File: src/rtl/uart_tx_periph_if.sv
// rtl/uart_tx_periph_if.sv - CPU bus bundle for the UART transmit peripheral
interface uart_tx_periph_if;
    logic [63:0] bus_address;
    logic [63:0] bus_write_data;
    logic        bus_write_enable;
    logic        bus_read_enable;
    logic [63:0] bus_read_data;

    modport master (
        output bus_address,
        output bus_write_data,
        output bus_write_enable,
        output bus_read_enable,
        input  bus_read_data
    );

    modport slave (
        input  bus_address,
        input  bus_write_data,
        input  bus_write_enable,
        input  bus_read_enable,
        output bus_read_data
    );
endinterface

File: src/rtl/uart_tx_periph.sv
// rtl/uart_tx_periph.sv - bus-mapped 8N1 UART transmitter with a TX FIFO
module uart_tx_periph #(
    parameter logic [63:0] BASE_ADDR    = 64'h8000_0000,
    parameter int          CLKS_PER_BIT = 434,
    parameter int          FIFO_DEPTH   = 16
) (
    input  logic             clk,
    input  logic             reset,
    uart_tx_periph_if.slave  bus,
    output logic             uart_tx,
    output logic             tx_busy
);
    localparam int          AW          = $clog2(FIFO_DEPTH);
    localparam logic [63:0] STATUS_ADDR = BASE_ADDR + 64'd8;
    localparam logic [15:0] BAUD_LAST   = 16'(CLKS_PER_BIT - 1);
    localparam logic [8:0]  DEPTH_CNT   = 9'(FIFO_DEPTH);

    localparam logic [1:0] ST_IDLE  = 2'd0;
    localparam logic [1:0] ST_START = 2'd1;
    localparam logic [1:0] ST_DATA  = 2'd2;
    localparam logic [1:0] ST_STOP  = 2'd3;

    logic [1:0]    state;
    logic [15:0]   baud_cnt;
    logic [2:0]    bit_idx;
    logic [7:0]    shift;
    logic [7:0]    mem [FIFO_DEPTH];
    logic [AW-1:0] wr_ptr;
    logic [AW-1:0] rd_ptr;
    logic [8:0]    count;
    logic          overflow;

    logic          wr_data;
    logic          rd_status;
    logic          fifo_full;
    logic          fifo_empty;
    logic          push;
    logic          pop;
    logic          baud_end;
    logic [63:0]   status_word;
    logic          unused_write_bits;

    assign unused_write_bits = ^bus.bus_write_data[63:8];

    assign wr_data    = bus.bus_write_enable && (bus.bus_address == BASE_ADDR);
    assign rd_status  = bus.bus_read_enable && (bus.bus_address == STATUS_ADDR);
    assign fifo_full  = (count == DEPTH_CNT);
    assign fifo_empty = (count == 9'd0);
    assign baud_end   = (baud_cnt == BAUD_LAST);
    assign push       = wr_data && !fifo_full;
    // The head is consumed either from idle or at the last STOP cycle, so queued frames abut.
    assign pop        = !fifo_empty && ((state == ST_IDLE) || (state == ST_STOP && baud_end));
    assign tx_busy    = (state != ST_IDLE);

    assign status_word = {47'd0, count, 4'd0, overflow, fifo_empty, fifo_full, tx_busy};

    always_ff @(posedge clk) begin
        if (!reset && push) begin
            mem[wr_ptr] <= bus.bus_write_data[7:0];
        end
    end

    always_ff @(posedge clk) begin
        if (reset) begin
            wr_ptr            <= '0;
            rd_ptr            <= '0;
            count             <= 9'd0;
            overflow          <= 1'b0;
            bus.bus_read_data <= 64'd0;
        end else begin
            if (push) begin
                wr_ptr <= wr_ptr + AW'(1);
            end
            if (pop) begin
                rd_ptr <= rd_ptr + AW'(1);
            end
            count <= count + {8'd0, push} - {8'd0, pop};

            // A fresh overflow in the same cycle as a STATUS read keeps the flag set.
            if (wr_data && fifo_full) begin
                overflow <= 1'b1;
            end else if (rd_status) begin
                overflow <= 1'b0;
            end

            if (bus.bus_read_enable) begin
                bus.bus_read_data <= rd_status ? status_word : 64'd0;
            end
        end
    end

    always_ff @(posedge clk) begin
        if (reset) begin
            state    <= ST_IDLE;
            baud_cnt <= 16'd0;
            bit_idx  <= 3'd0;
            shift    <= 8'd0;
            uart_tx  <= 1'b1;
        end else begin
            case (state)
                ST_IDLE: begin
                    if (pop) begin
                        shift    <= mem[rd_ptr];
                        baud_cnt <= 16'd0;
                        state    <= ST_START;
                        uart_tx  <= 1'b0;
                    end
                end
                ST_START: begin
                    if (baud_end) begin
                        baud_cnt <= 16'd0;
                        bit_idx  <= 3'd0;
                        state    <= ST_DATA;
                        uart_tx  <= shift[0];
                    end else begin
                        baud_cnt <= baud_cnt + 16'd1;
                    end
                end
                ST_DATA: begin
                    if (baud_end) begin
                        baud_cnt <= 16'd0;
                        if (bit_idx == 3'd7) begin
                            state   <= ST_STOP;
                            uart_tx <= 1'b1;
                        end else begin
                            bit_idx <= bit_idx + 3'd1;
                            uart_tx <= shift[bit_idx + 3'd1];
                        end
                    end else begin
                        baud_cnt <= baud_cnt + 16'd1;
                    end
                end
                ST_STOP: begin
                    if (baud_end) begin
                        baud_cnt <= 16'd0;
                        if (pop) begin
                            shift   <= mem[rd_ptr];
                            state   <= ST_START;
                            uart_tx <= 1'b0;
                        end else begin
                            state <= ST_IDLE;
                        end
                    end else begin
                        baud_cnt <= baud_cnt + 16'd1;
                    end
                end
                default: begin
                    state   <= ST_IDLE;
                    uart_tx <= 1'b1;
                end
            endcase
        end
    end
endmodule

File: src/flat_wrapper.sv
// flat-port wrapper written by rule: the top's interface ports become plain ports
module uart_tx_periph_flat 
#(
    parameter logic [63:0] BASE_ADDR    = 64'h8000_0000,
    parameter int          CLKS_PER_BIT = 434,
    parameter int          FIFO_DEPTH   = 16
)
  (clk, reset, uart_tx, tx_busy, bus_bus_address, bus_bus_write_data, bus_bus_write_enable, bus_bus_read_enable, bus_bus_read_data);
  uart_tx_periph_if bus_i ();
  input  logic clk;
  input  logic reset;
  output logic uart_tx;
  output logic tx_busy;
  input wire logic [$bits(bus_i.bus_address)-1:0] bus_bus_address;
  input wire logic [$bits(bus_i.bus_write_data)-1:0] bus_bus_write_data;
  input wire logic [$bits(bus_i.bus_write_enable)-1:0] bus_bus_write_enable;
  input wire logic [$bits(bus_i.bus_read_enable)-1:0] bus_bus_read_enable;
  output wire logic [$bits(bus_i.bus_read_data)-1:0] bus_bus_read_data;
  assign bus_i.bus_address = bus_bus_address;
  assign bus_i.bus_write_data = bus_bus_write_data;
  assign bus_i.bus_write_enable = bus_bus_write_enable;
  assign bus_i.bus_read_enable = bus_bus_read_enable;
  assign bus_bus_read_data = bus_i.bus_read_data;
  uart_tx_periph #(.BASE_ADDR(BASE_ADDR), .CLKS_PER_BIT(CLKS_PER_BIT), .FIFO_DEPTH(FIFO_DEPTH)) u_core (.clk(clk), .reset(reset), .bus(bus_i), .uart_tx(uart_tx), .tx_busy(tx_busy));
endmodule
File: config.mk
export PLATFORM = sky130hd
export DESIGN_NAME = uart_tx_periph_flat
export DESIGN_NICKNAME = d
export VERILOG_FILES = /design/src/rtl/uart_tx_periph_if.sv /design/src/rtl/uart_tx_periph.sv /design/src/flat_wrapper.sv
export SDC_FILE = /design/constraint.sdc
export NUM_CORES = 1
export LEC_CHECK = 0
export ABC_CLOCK_PERIOD_IN_PS = 4460
export BUFFER_PORTS_ARGS = -buffer_cell sky130_fd_sc_hd__buf_2
export CAP_MARGIN = 15
export CORE_UTILIZATION = 30
export DETAILED_ROUTE_END_ITERATION = 6
export SLEW_MARGIN = 20
export SYNTH_ARGS = -nofsm -noshare
export SYNTH_HDL_FRONTEND = slang
export SYNTH_SLANG_ARGS = --single-unit
File: constraint.sdc
create_clock -name clk -period 4.46 [get_ports clk]
set_input_delay 0.446 -clock clk [delete_from_list [all_inputs] [get_ports clk]]
set_output_delay 0.446 -clock clk [all_outputs]
set_load 0.01 [all_outputs]
# --- Word-level counts from Yosys, hierarchy flattened ---
# Memory sizes are Yosys's and may differ from the RTL's. A register that Yosys moved wholly into a read port is not among the register bits.
# Cells that the tools add are included.
totals:
  register_bits: 112
  latch_bits: 0
  ramBits: 128
  rom_bits: 0
  inputBits: 132
  elab_cells: 86
  memories: 1
mem_list:
  columns: ["name", "depth", "word_bits", "rd", "rd_ports_with_merged_regs", "wr", "line", "source"]
  rows:
  - ["u_core.mem", 16, 8, 1, 1, 1, "uart_tx_periph.sv:27", "logic [7:0] mem [FIFO_DEPTH];"]
classes:
  add_sub_neg: 6
  n_mul: 0
  n_div: 0
  order_cmp: 1
  n_eq_ne: 14
  shift: 0
  mux: 32
  bitwise: 0
  reduce_logical: 22
op_table:
  columns: ["cell", "count"]
  rows:
  - ["$eq 64x32->1 const B", 2]
  - ["$mux 16", 2]
  - ["$pmux 16 s2", 1]
  - ["$mux 17", 1]
  - ["$add 16x1->16 const B", 1]
  - ["$eq 16x9->1 const B", 1]
  - ["$mux 8", 2]
  - ["$pmux 8 s2", 1]
  - ["$mux 1", 11]
  - ["$mux 2", 5]
  - ["$ne 2x1->1 const B", 5]
  - ["$add 9x1->9", 1]
  - ["$eq 9x5->1 const B", 1]
  - ["$logic_not 9->1", 1]
  - ["$mux 3", 3]
  - ["$sub 9x1->9", 1]
  - ["$add 4x1->4 const B", 2]
  - ["$mux 4", 2]
  - ["$pmux 2 s4", 1]
  - ["$reduce_bool 2->1", 4]
  - ["$logic_and 1x1->1", 7]
  - ["$pmux 3 s2", 1]
  - ["$reduce_and 5->1", 1]
  - ["$eq 2x2->1 const B", 2]
  - ["14 further kinds", 16]

# --- Depth between registers and ports, before layout ---
# Gate-level depths: netlist of the first run.
logic_depth:
  depth_word: 7
  ltp_mapped: 17
  depth_no_buf: 16

# --- Worst setup path after synthesis of the first run ---
# No wires, ideal clock.
synth_path:
  path_kind: "input port to flip-flop"
  from: "input port bus_bus_address[28]"
  to: "register u_core.count[8]"
  setup_time_ns: 0.121
  t_arrival_ns: 3.305
  setup_slack_ns: 1.034
  cell_stages: 14
  path_buffers: 1
  path_cell_list: "nor4b_1 -> nand4_1 -> nor4_2 -> nand2_1 -> buf_2 -> inv_1 -> ha_1 -> inv_1 -> fa_1 -> nor2b_1 -> o21bai_1 -> a211oi_1 -> o41ai_1 -> mux2_2"
synth_via:
  elab_chain_cells: 5
synth_lines:
  columns: ["item", "line", "source"]
  rows:
  - ["from (decl)", "flat_wrapper.sv:14", "input wire logic [$bits(bus_i.bus_address)-1:0] bus_bus_address;"]
  - ["$eq 64x32->1", "uart_tx_periph.sv:45", "assign wr_data = bus.bus_write_enable && (bus.bus_address == BASE_ADDR);"]
  - ["$logic_and 1x1->1", "uart_tx_periph.sv:45", null]
  - ["$logic_and 1x1->1", "uart_tx_periph.sv:50", "assign push = wr_data && !fifo_full;"]
  - ["$add 9x1->9", "uart_tx_periph.sv:77", "count <= count + {8'd0, push} - {8'd0, pop};"]
  - ["$sub 9x1->9", "uart_tx_periph.sv:77", null]
  - ["to (signal assigned)", "uart_tx_periph.sv:77", null]
  - ["to (decl)", "uart_tx_periph.sv:30", "logic [8:0] count;"]
# No other way between the ends.
# A chain may end at the register's enable or synchronous reset.

# --- Worst setup path in the final report of the first run ---
layout_path:
  from: "register u_core.baud_cnt[0]"
  to: "register u_core.count[8]"
layout_via:
  elab_chain_cells: 5
layout_lines:
  columns: ["item", "line", "source"]
  rows:
  - ["from (decl)", "uart_tx_periph.sv:24", "logic [15:0] baud_cnt;"]
  - ["from (signal assigned)", "uart_tx_periph.sv:116", "baud_cnt <= baud_cnt + 16'd1;"]
  - ["from (signal assigned)", "uart_tx_periph.sv:130", "baud_cnt <= baud_cnt + 16'd1;"]
  - ["from (signal assigned)", "uart_tx_periph.sv:144", "baud_cnt <= baud_cnt + 16'd1;"]
  - ["$eq 16x9->1", "uart_tx_periph.sv:49", "assign baud_end = (baud_cnt == BAUD_LAST);"]
  - ["$logic_and 1x1->1", "uart_tx_periph.sv:52", "assign pop = !fifo_empty && ((state == ST_IDLE) || (state == ST_STOP && baud_end));"]
  - ["$logic_or 1x1->1", "uart_tx_periph.sv:52", null]
  - ["$logic_and 1x1->1", "uart_tx_periph.sv:52", null]
  - ["$sub 9x1->9", "uart_tx_periph.sv:77", null]
# No other way between the ends.

==> results of run 1 <==
==> logic make-up after synthesis <==
family | share of synthesized area
simple gates | 0.105
xor+xnor | 0.00299
flops | 0.585
mux | 0.107
other cells | 0.000427
buf+inv | 0.0702
fa+ha+maj | 0.0393
compound gates | 0.0897
==> Yosys cell counts, types with 3 or more instances <==
| master | number |
|---|---|
| a211oi_1 | 10 |
| a21oi_1 | 34 |
| a22o_1 | 20 |
| a311oi_1 | 9 |
| a31oi_1 | 3 |
| and2_1 | 4 |
| and3_1 | 3 |
| buf_1 | 5 |
| buf_2 | 7 |
| buf_4 | 51 |
| clkbuf_1 | 21 |
| dfxtp_1 | 65 |
| edfxtp_1 | 128 |
| ha_1 | 26 |
| inv_1 | 27 |
| mux2_2 | 3 |
| mux2i_1 | 14 |
| mux4_2 | 34 |
| nand2_1 | 18 |
| nand2b_1 | 7 |
| nand3_1 | 9 |
| nand4_1 | 11 |
| nand4b_1 | 3 |
| nor2_1 | 30 |
| nor2b_1 | 15 |
| nor3_1 | 17 |
| nor4_1 | 20 |
| nor4b_1 | 5 |
| o21ai_0 | 12 |
| o21bai_1 | 3 |
| o311a_1 | 3 |
| o31ai_1 | 3 |
| or4_1 | 5 |
==> power breakdown <==
part	switching [uW]	internal [uW]
Sequential	143	2010
Clock	698	734
Combinational	692	641
==> area by class of cell <==
cell class / instances / area [sq um]
Sequential cell: 193 / 5150
Tap cell: 384 / 480
Timing Repair Buffer: 109 / 593
Clock inverter: 14 / 119
Inverter: 27 / 101
Clock buffer: 18 / 429
Multi-Input combinational cell: 405 / 3220
Fill cell: 2819 / 18700
==> state kept, by name (all words and copies together) (netlist names), named ones only <==
signal and flops:
u_core.wr_ptr 4, u_core.bit_idx 3, u_core.bus.bus_read_data 13, u_core.overflow 1, u_core.shift 8, u_core.count 9, u_core.state 2, u_core.rd_ptr 4
u_core.uart_tx 1, u_core.baud_cnt 16, u_core.mem 128
==> routing by layer <==
metal  routed length (um)  global-route usage
met1                 7580               0.149
met4                  151              0.0391
met5                    0                   0
met2                 9120               0.215
met3                  754              0.0191
==> worst paths after layout <==
| path | start | end | cells after the start |
|---|---|---|---|
| setup reg to reg | u_core.baud_cnt[0] | u_core.count[8] | 15 |
| hold / removal | bus_bus_write_enable | u_core.overflow | 3 |
| setup / recovery | u_core.baud_cnt[0] | u_core.count[8] | 15 |
| hold reg to reg | u_core.shift[6] | u_core.shift[6] | 1 |
==> per-stage QoR <==
| stage | instances | power (uW) |
|---|---|---|
| 2_1_floorplan | 709 | 3250 |
| 3_3_place_gp | 1118 | 3520 |
| 3_5_place_dp | 1118 | 3540 |
| 4_1_cts | 1150 | 4980 |
| 5_1_grt | 1150 | 5210 |
| 6_report | 1150 | 4920 |
==> worst max-delay path: cells and delay by family, from the launching register on <==
family / cells / cell delay, ps
fa+ha+maj: 4 / 980
simple gates: 4 / 1080
mux: 1 / 270
compound gates: 4 / 790
buf+inv: 2 / 100
flops: 1 / 390
==> out/qor.csv, run 1 <==
metric,value,unit
grt_pass1_wl,28400,um
fin_area,0.0101,sq mm
syn_avg_cell_area,13.3,sq um
synth_top_area_share,0.437,
synthArstFlopShare,0,
dp_slack,564,ps
die_area,0.0300,sq mm
fin_nets,912,
final_common_cell,edfxtp_1,
max_freq,268,MHz
dpl.hpwl,12000,um
cts_hold_buffers,0,
cpMostUsedCell,ha_1,
synth_edf_count,128,
gr-total-overflow,0,
endpoint_kind,register,
drt_wl_total,17600,um
drc,0,
drive_gt1_frac,0.243,
p_leak,0.00356,uW
clk_path_buf_depth,2,
netlist_area,0.00879,sq mm
die_w,173,um
setup_viol_count_final,0,
crit_fanout,9,
slowest_stage,or3b_2,
synth_cells,659,
min_period,3730,ps
yosys.area.top_type,edfxtp_1,
die_y,173,um
finalMaxSlewViolations,0,
avgViaCountPerCell,4.74,
drtIter0Drc,334,
rsz0062_at_grt,false,
antenna_found_initial,0,
reg2reg_slack,730,ps
cts_tree,yes,
io_buffers,90,
startpoint_type,register,
synth-main-ff-cell,edfxtp_1,
cts_buffers,17,
antenna_left,0,
grt_max_degree,52,
track_usage,0.121,
gp_congestion,0.826,
cts.repair.resized,0,
dpl_cell_area,0.00954,sq mm
holdWs,326,ps
hold_viol,0,
syn_to_final_growth,14.7,%
ys_ff_latch,193,
clock-skew-final,8.75,ps
start_util,0.305,
cts_root_buf,clkbuf_16,
synth_cell_types,62,
outcome,completed,
hold_class,in -> reg,
critical_path.max_stage_delay,500,ps
clkLatencyLatePin,420,ps
wl_per_cell,15.3,um
worstPathRequired,4780,ps
fin_crit_sh,0.836,
n_antenna_cell,0,
worst_slew_pin_slew,941,ps
setup_tns,0,ps
ios,198,
synthTopCellsByArea,"edfxtp_1 (44%), dfxtp_1 (15%), mux4_2 (8.7%)",
coreArea,0.0288,sq mm
rows,62,
postCtsSetupRepairBufs,0,
timing.final.ws_setup,733,ps
first_global_vias,5253,
path_cells,"ha_1, or3b_2, nor4_4, a21oi_2, nor2_1, ha_1, inv_1, ha_1, inv_1, fa_1, nor2b_1, o21bai_1, a211oi_1, o41ai_1, mux2_2",
ys_seq_area_frac,0.585,
first_pass_iters,6,
cp_data_arrival_time,4040,ps
final_util,0.350,
h-tree-depth,4,
cts_sinks,193,
slew_headroom,0.370,
path_class,reg -> reg,
peakVddDrop,260,uV
ys_warn_count,0,
cap_violations,0,
num_vias,5455,
final_cell_mix,"edfxtp_1 (128), buf_2 (90), dfxtp_1 (64), conb_1 (51)",
p_per_area,487,mW/mm^2
path_clk_slew,70,ps
(Power assumes the default switching activity.)
==> run 2: changes to the inputs <==
--- a/config.mk
+++ b/config.mk
@@ -5,7 +5,8 @@
 export SDC_FILE = /design/constraint.sdc
 export NUM_CORES = 1
 export LEC_CHECK = 0
-export ABC_CLOCK_PERIOD_IN_PS = 4460
+export ABC_AREA = 1
+export ABC_CLOCK_PERIOD_IN_PS = 3400
 export BUFFER_PORTS_ARGS = -buffer_cell sky130_fd_sc_hd__buf_2
 export CAP_MARGIN = 15
 export CORE_UTILIZATION = 30
==> constraint.sdc (replaced) <==
create_clock -name clk -period 3.4 [get_ports clk]
set_input_delay 0.34 -clock clk [delete_from_list [all_inputs] [get_ports clk]]
set_output_delay 0.34 -clock clk [all_outputs]
set_load 0.01 [all_outputs]
==> out/qor.csv, run 2 <==
metric,value,unit,change
grt_pass1_wl,32500,um,+14%
hold_viol,0,,unchanged
drive_gt1_frac,0.149,,-0.0942
ios,198,,unchanged
synth_top_area_share,0.418,,-0.0189
io_buffers,90,,unchanged
die_area,0.0313,sq mm,+4.5%
track_usage,0.134,,+0.0131
setup_viol_count_final,0,,unchanged
hold_class,in -> reg,,
outcome,completed,,
ys_ff_latch,193,,unchanged
endpoint,u_core.count[6],,
grtUsageMet3,0.0176,,-0.00152
avgViaCountPerCell,4.63,,-2.3%
clock-skew-final,8.19,ps,-0.555 ps
busiest_layer,met2,,
drtIter0Drc,492,,+47%
drc,0,,unchanged
crit_path_start,u_core.count[7],,
netlist_area,0.00919,sq mm,+4.5%
drt_wl_total,20400,um,+16%
syn_avg_cell_area,9.28,sq um,-30%
path_clk_slew,70,ps,about the same
coreArea,0.0299,sq mm,+3.8%
gp_congestion,0.814,,-1.4%
endpoint_kind,register,,
max_freq,327,MHz,+22%
cp_data_arrival_time,3420,ps,-620 ps
synth_most_common_cell,nor2_1,,
largest_register,u_core.mem,,
n_antenna_cell,0,,unchanged
cts_buffers,17,,unchanged
yosys.area.top_type,edfxtp_1,,
reg2reg_slack,340,ps,-390 ps
wl_per_cell,13.7,um,-10%
synthTopCellsByArea,"edfxtp_1 (42%), dfxtp_1 (14%), nor2_1 (6.9%)",,
h-tree-depth,4,,unchanged
cts_tree,yes,,
r2r-start,u_core.count[7],,
crit_fanout,5,,-4
fin_crit_sh,0.899,,+0.0631
synth_cells,990,,+50%
worst_slew_pin_slew,692,ps,-250 ps
synthArstFlopShare,0,,unchanged
finalMaxSlewViolations,0,,unchanged
use_met1,0.173,,+0.0236
p_leak,0.00402,uW,+13%
first_pass_iters,6,,unchanged
cts_sinks,193,,unchanged
synth_edf_count,128,,unchanged
final_cell_mix,"nor2_1 (169), edfxtp_1 (128), nand2_1 (124), buf_2 (90), o21ai_0 (89)",,
first_global_vias,6267,,+19%
setup_tns,0,ps,unchanged
die_y,177,um,+2.2%
synth-main-ff-cell,edfxtp_1,,
ys_seq_area_frac,0.560,,-0.0253
holdWs,302,ps,-24.5 ps
min_period,3060,ps,-671 ps
peakVddDrop,506,uV,+95%
grt_use_met2,0.228,,+0.0123
rsz0062_at_grt,false,,
worstRegToRegCells,20,,+5
r2r_end,u_core.count[6],,
rows,63,,+1.6%
cts_root_buf,clkbuf_16,,
clkLatencyLatePin,440,ps,+20 ps
gr-total-overflow,0,,unchanged
synth_cell_types,36,,-42%
final_common_cell,nor2_1,,
path_class,reg -> reg,,
clk_path_buf_depth,2,,unchanged
yosys-top-cells-count,"nor2_1 (170), edfxtp_1 (128), nand2_1 (124), o21ai_0 (89), inv_1 (76)",,
startpoint_type,register,,
syn_to_final_growth,14.3,%,
cap_violations,0,,unchanged
slew_headroom,0.537,,+0.167
ys_warn_count,0,,unchanged
p_per_area,618,mW/mm^2,+27%
antenna_found_initial,0,,unchanged
worstPathRequired,3770,ps,-1010 ps
dpl.hpwl,13700,um,+14%
largestRegisters,"u_core.mem x128, u_core.baud_cnt x16, u_core.bus.bus_read_data x13",,
largest_reg_flops,128,,unchanged
fin_nets,1244,,+36%
antenna_left,0,,unchanged
die_w,177,um,+2.2%
grt_max_degree,65,,+25%
num_vias,6891,,+26%
start_util,0.308,,+0.00208
-- run 2: cells by family (layout without fill, tap and decap cells) --
kind of cell,after synthesis,count (layout),share of synthesized area
AND/OR/NAND/NOR,394,394,0.181
AO/OA/AOI/OAI,199,199,0.121
flip-flops,193,193,0.560
buffers and inverters,169,226,0.0926
adder cells (fa/ha/maj),27,27,0.0376
XOR/XNOR,7,7,0.00667
other,1,51,0.000408
-- run 2: power by group --
part | leakage [uW] | internal [uW] | total [uW] | switching (uW)
clock network | 0.000255 | 946 | 1850 | 908
registers | 0.00168 | 2630 | 2760 | 131
logic | 0.00208 | 651 | 1870 | 1220
-- run 2: worst max-delay path: stages, from the launching register on --
cell and delay [ps]:
dfxtp_1 340, inv_1 90, ha_1 170, nand2_1 80, nor3_2 250, nor2_2 90
nand2_2 130, inv_2 80, ha_1 270, inv_1 60, ha_1 160, inv_1 50
fa_1 400, o31ai_1 260, buf_4 160, nand2_1 40, nand2_1 50, nand2_1 60
nand2_1 60, nand2_1 40, a21oi_1 110
-- run 2: layout make-up --
class,instances,area [sq um]
clock buffers,18,429
clock inverters,13,103
fillers,2983,19400
inverters,78,293
multi-input cells,678,3390
flip-flops and latches,193,5150
well taps,390,488
repair buffers,117,653
-- run 2: routing by layer --
metal / part of all wire / vias to the layer above
met5: 0 / -
met1: 0.44 / 3178
met3: 0.046 / 25
li1: - / 3451
met2: 0.50 / 237
met4: 0.017 / 0
-- run 2: timing repair --
item | CTS | global route
endpoints found under the hold margin | 0 | 0
resized for setup | 0 | 2
hold buffers | 0 | 0
setup buffers | 0 | 0
setup endpoints to repair | 0 | 2
-- run 2: per-stage QoR --
step | total power [uW] | cell area [sq um] | utilization | setup WS, ps | std cells
finish | 6490 | 10500 | 0.352 | 344 | 1487
detailed placement | 4690 | 9960 | 0.333 | 251 | 1456
CTS | 6540 | 10500 | 0.351 | 233 | 1487
global placement | 4650 | 9960 | 0.333 | 313 | 1456
floorplan | 4180 | 9380 | - | 517 | 1040
global route | 6920 | 10500 | 0.352 | 34.4 | 1487
-- run 2: worst min path at each step --
stage / depth (start not counted) / slack, ps / from / to
after floorplan: 2 / 430 / u_core.bit_idx[1] / u_core.bit_idx[1]
after global placement: 2 / 430 / u_core.bit_idx[1] / u_core.bit_idx[1]
after detailed placement: 2 / 440 / u_core.bit_idx[1] / u_core.bit_idx[1]
after CTS: 5 / 280 / bus_bus_write_enable / u_core.wr_ptr[2]
after global routing: 1 / 310 / bus_bus_write_data[6] / u_core.mem[8][6]
final: 5 / 300 / bus_bus_write_enable / u_core.wr_ptr[2]
==> run 3: changes to the inputs <==
--- a/config.mk
+++ b/config.mk
@@ -6,7 +6,7 @@
 export NUM_CORES = 1
 export LEC_CHECK = 0
 export ABC_AREA = 1
-export ABC_CLOCK_PERIOD_IN_PS = 3400
+export ABC_CLOCK_PERIOD_IN_PS = 3170
 export BUFFER_PORTS_ARGS = -buffer_cell sky130_fd_sc_hd__buf_2
 export CAP_MARGIN = 15
 export CORE_UTILIZATION = 30
==> constraint.sdc (replaced) <==
create_clock -name clk -period 3.17 [get_ports clk]
set_input_delay 0.317 -clock clk [delete_from_list [all_inputs] [get_ports clk]]
set_output_delay 0.317 -clock clk [all_outputs]
set_load 0.01 [all_outputs]
==> out/qor.csv, run 3 (same netlist as run 2, synthesis figures left out) <==
metric,value,unit,change
outcome,completed,,
min_from,bus_bus_write_enable,,
cts_root_buf,clkbuf_16,,
avgViaCountPerCell,4.60,,-0.77%
holdWs,276,ps,-26.0 ps
antenna_left,0,,unchanged
rows,63,,unchanged
p_leak,0.00408,uW,+1.5%
fin_crit_sh,0.885,,-0.0138
setup_viol_count_final,0,,unchanged
drive_gt1_frac,0.158,,+0.00964
final_common_cell,nor2_1,,
slowest_stage,fa_2,,
worstPathRequired,3540,ps,-230 ps
cts_buffers,17,,unchanged
path_cells,"inv_1, ha_1, nand3_1, nor2_2, nand2_2, nand2_1, nand2_2, inv_2, ha_1, inv_1, ha_1, inv_1, fa_2, o31ai_1, buf_4, nand2_1, nand2_1, nand2_1, nand2_1, nand2_1, a21oi_1",,
h-tree-depth,4,,unchanged
io_buffers,90,,unchanged
n_antenna_cell,0,,unchanged
critical_path.max_stage_delay,350,ps,-50 ps
finalMaxSlewViolations,0,,unchanged
start_util,0.308,,unchanged
drt_wl_total,20400,um,-0.11%
largestRegisters,"u_core.mem x128, u_core.baud_cnt x16, u_core.bus.bus_read_data x13",,
setup_tns,0,ps,unchanged
max_freq,356,MHz,+8.9%
grt_pass1_wl,32700,um,+0.72%
cap_violations,0,,unchanged
num_vias,6879,,-0.17%
cts_tree,yes,,
startpoint_type,register,,
wl_per_cell,13.6,um,-0.71%
gr-total-overflow,0,,unchanged
cpMostUsedCell,nand2_1,,
path_class,reg -> reg,,
seq_area,0.00515,sq mm,unchanged
final_cell_mix,"nor2_1 (169), edfxtp_1 (128), nand2_1 (123), buf_2 (90), o21ai_0 (89)",,
gp_congestion,0.806,,-1.1%
dpl.hpwl,13500,um,-1.6%
r2r_end,u_core.count[6],,
clkLatencyLatePin,440,ps,about the same
cts_sinks,193,,unchanged
ios,198,,unchanged
grt_max_degree,65,,unchanged
largest_register,u_core.mem,,
p_per_area,663,mW/mm^2,+7.3%
clock-skew-final,9.78,ps,+1.59 ps
power,7020,uW,+8.1%
r2r-start,u_core.baud_cnt[1],,
crit_fanout,5,,unchanged
slew_headroom,0.539,,+0.00202
rsz0062_at_grt,false,,
antenna_found_initial,0,,unchanged
hold_class,in -> reg,,
reg2reg_slack,360,ps,+20 ps
worst_slew_pin_slew,691,ps,-0.471 ps
die_w,177,um,unchanged
peakVddDrop,301,uV,-41%
endpoint_kind,register,,
drtIter0Drc,552,,+12%
coreArea,0.0299,sq mm,unchanged
clk_path_buf_depth,2,,unchanged
first_pass_iters,5,,-1
worstRegToRegCells,21,,+5.0%
hold_path_end,u_core.wr_ptr[3],,
holdPathStages,5,,unchanged
path_clk_slew,70,ps,about the same
multi_input_area,0.00339,sq mm,+0.15%
min_period,2810,ps,-250 ps
final_util,0.354,,+0.00293
postCtsSetupRepairBufs,0,,unchanged
cp_data_arrival_time,3170,ps,-250 ps
fillerInstances,2994,,+0.37%
largest_reg_flops,128,,unchanged
first_global_vias,6430,,+2.6%
syn_to_final_growth,15.2,%,
die_area,0.0313,sq mm,unchanged
dpl_cell_area,0.0100,sq mm,+0.60%
fin_area,0.0106,sq mm,+0.83%
track_usage,0.135,,+0.000745
fin_nets,1252,,+0.64%
die_y,177,um,unchanged
drc,0,,unchanged
crit_path_start,u_core.baud_cnt[1],,
hold_viol,0,,unchanged
==> run 3: worst max-delay path: cells and delay by family (launching register included) <==
kind | cells | cell delay [ps]
DFF | 1 | 330
adders and majority gates | 4 | 870
buffers and inverters | 5 | 410
AOI/OAI and AO/OA | 2 | 310
and+or+nand+nor | 10 | 820
==> run 3: timing repair <==
| action | CTS | global route |
|---|---|---|
| gates resized for setup | 0 | 4 |
| hold buffers | 0 | 0 |
| setup endpoints to repair | 0 | 2 |
==> run 3: final cells by class <==
type / instances / share of cell area
Clock inverter: 14 / 0.0118
Clock buffer: 18 / 0.0405
Timing Repair Buffer: 125 / 0.0674
Inverter: 78 / 0.0276
Sequential cell: 193 / 0.486
Multi-Input combinational cell: 678 / 0.320
Tap cell: 390 / 0.0461
==> run 3: layer usage <==
metal,global-route usage,routed length [um],vias to the layer above
met5,0,0,-
met4,0.0460,323,0
met3,0.0200,767,19
met2,0.234,10000,205
met1,0.170,9290,3181
li1,-,-,3474
==> run 3: stage by stage <==
| stage | worst slack (ps) | cells |
|---|---|---|
| after floorplan | 287 | 1040 |
| after global placement | 218 | 1464 |
| after detailed placement | 193 | 1464 |
| after CTS | 161 | 1496 |
| after global routing | 47.5 | 1496 |
| final | 365 | 1496 |
==> run 3: how the worst max path moves through the flow <==
stage / to / slack [ps]
finish: u_core.count[6] / 360
global route: u_core.count[6] / 50
CTS: u_core.count[6] / 160
detailed placement: u_core.count[6] / 190
global placement: u_core.count[8] / 220
floorplan: u_core.count[8] / 290
==> run 3: report_power, final <==
group	internal (uW)	switching, uW	leakage [uW]
combinational	725	1360	0.00212
clock	1030	989	0.000274
sequential	2820	92.2	0.00168
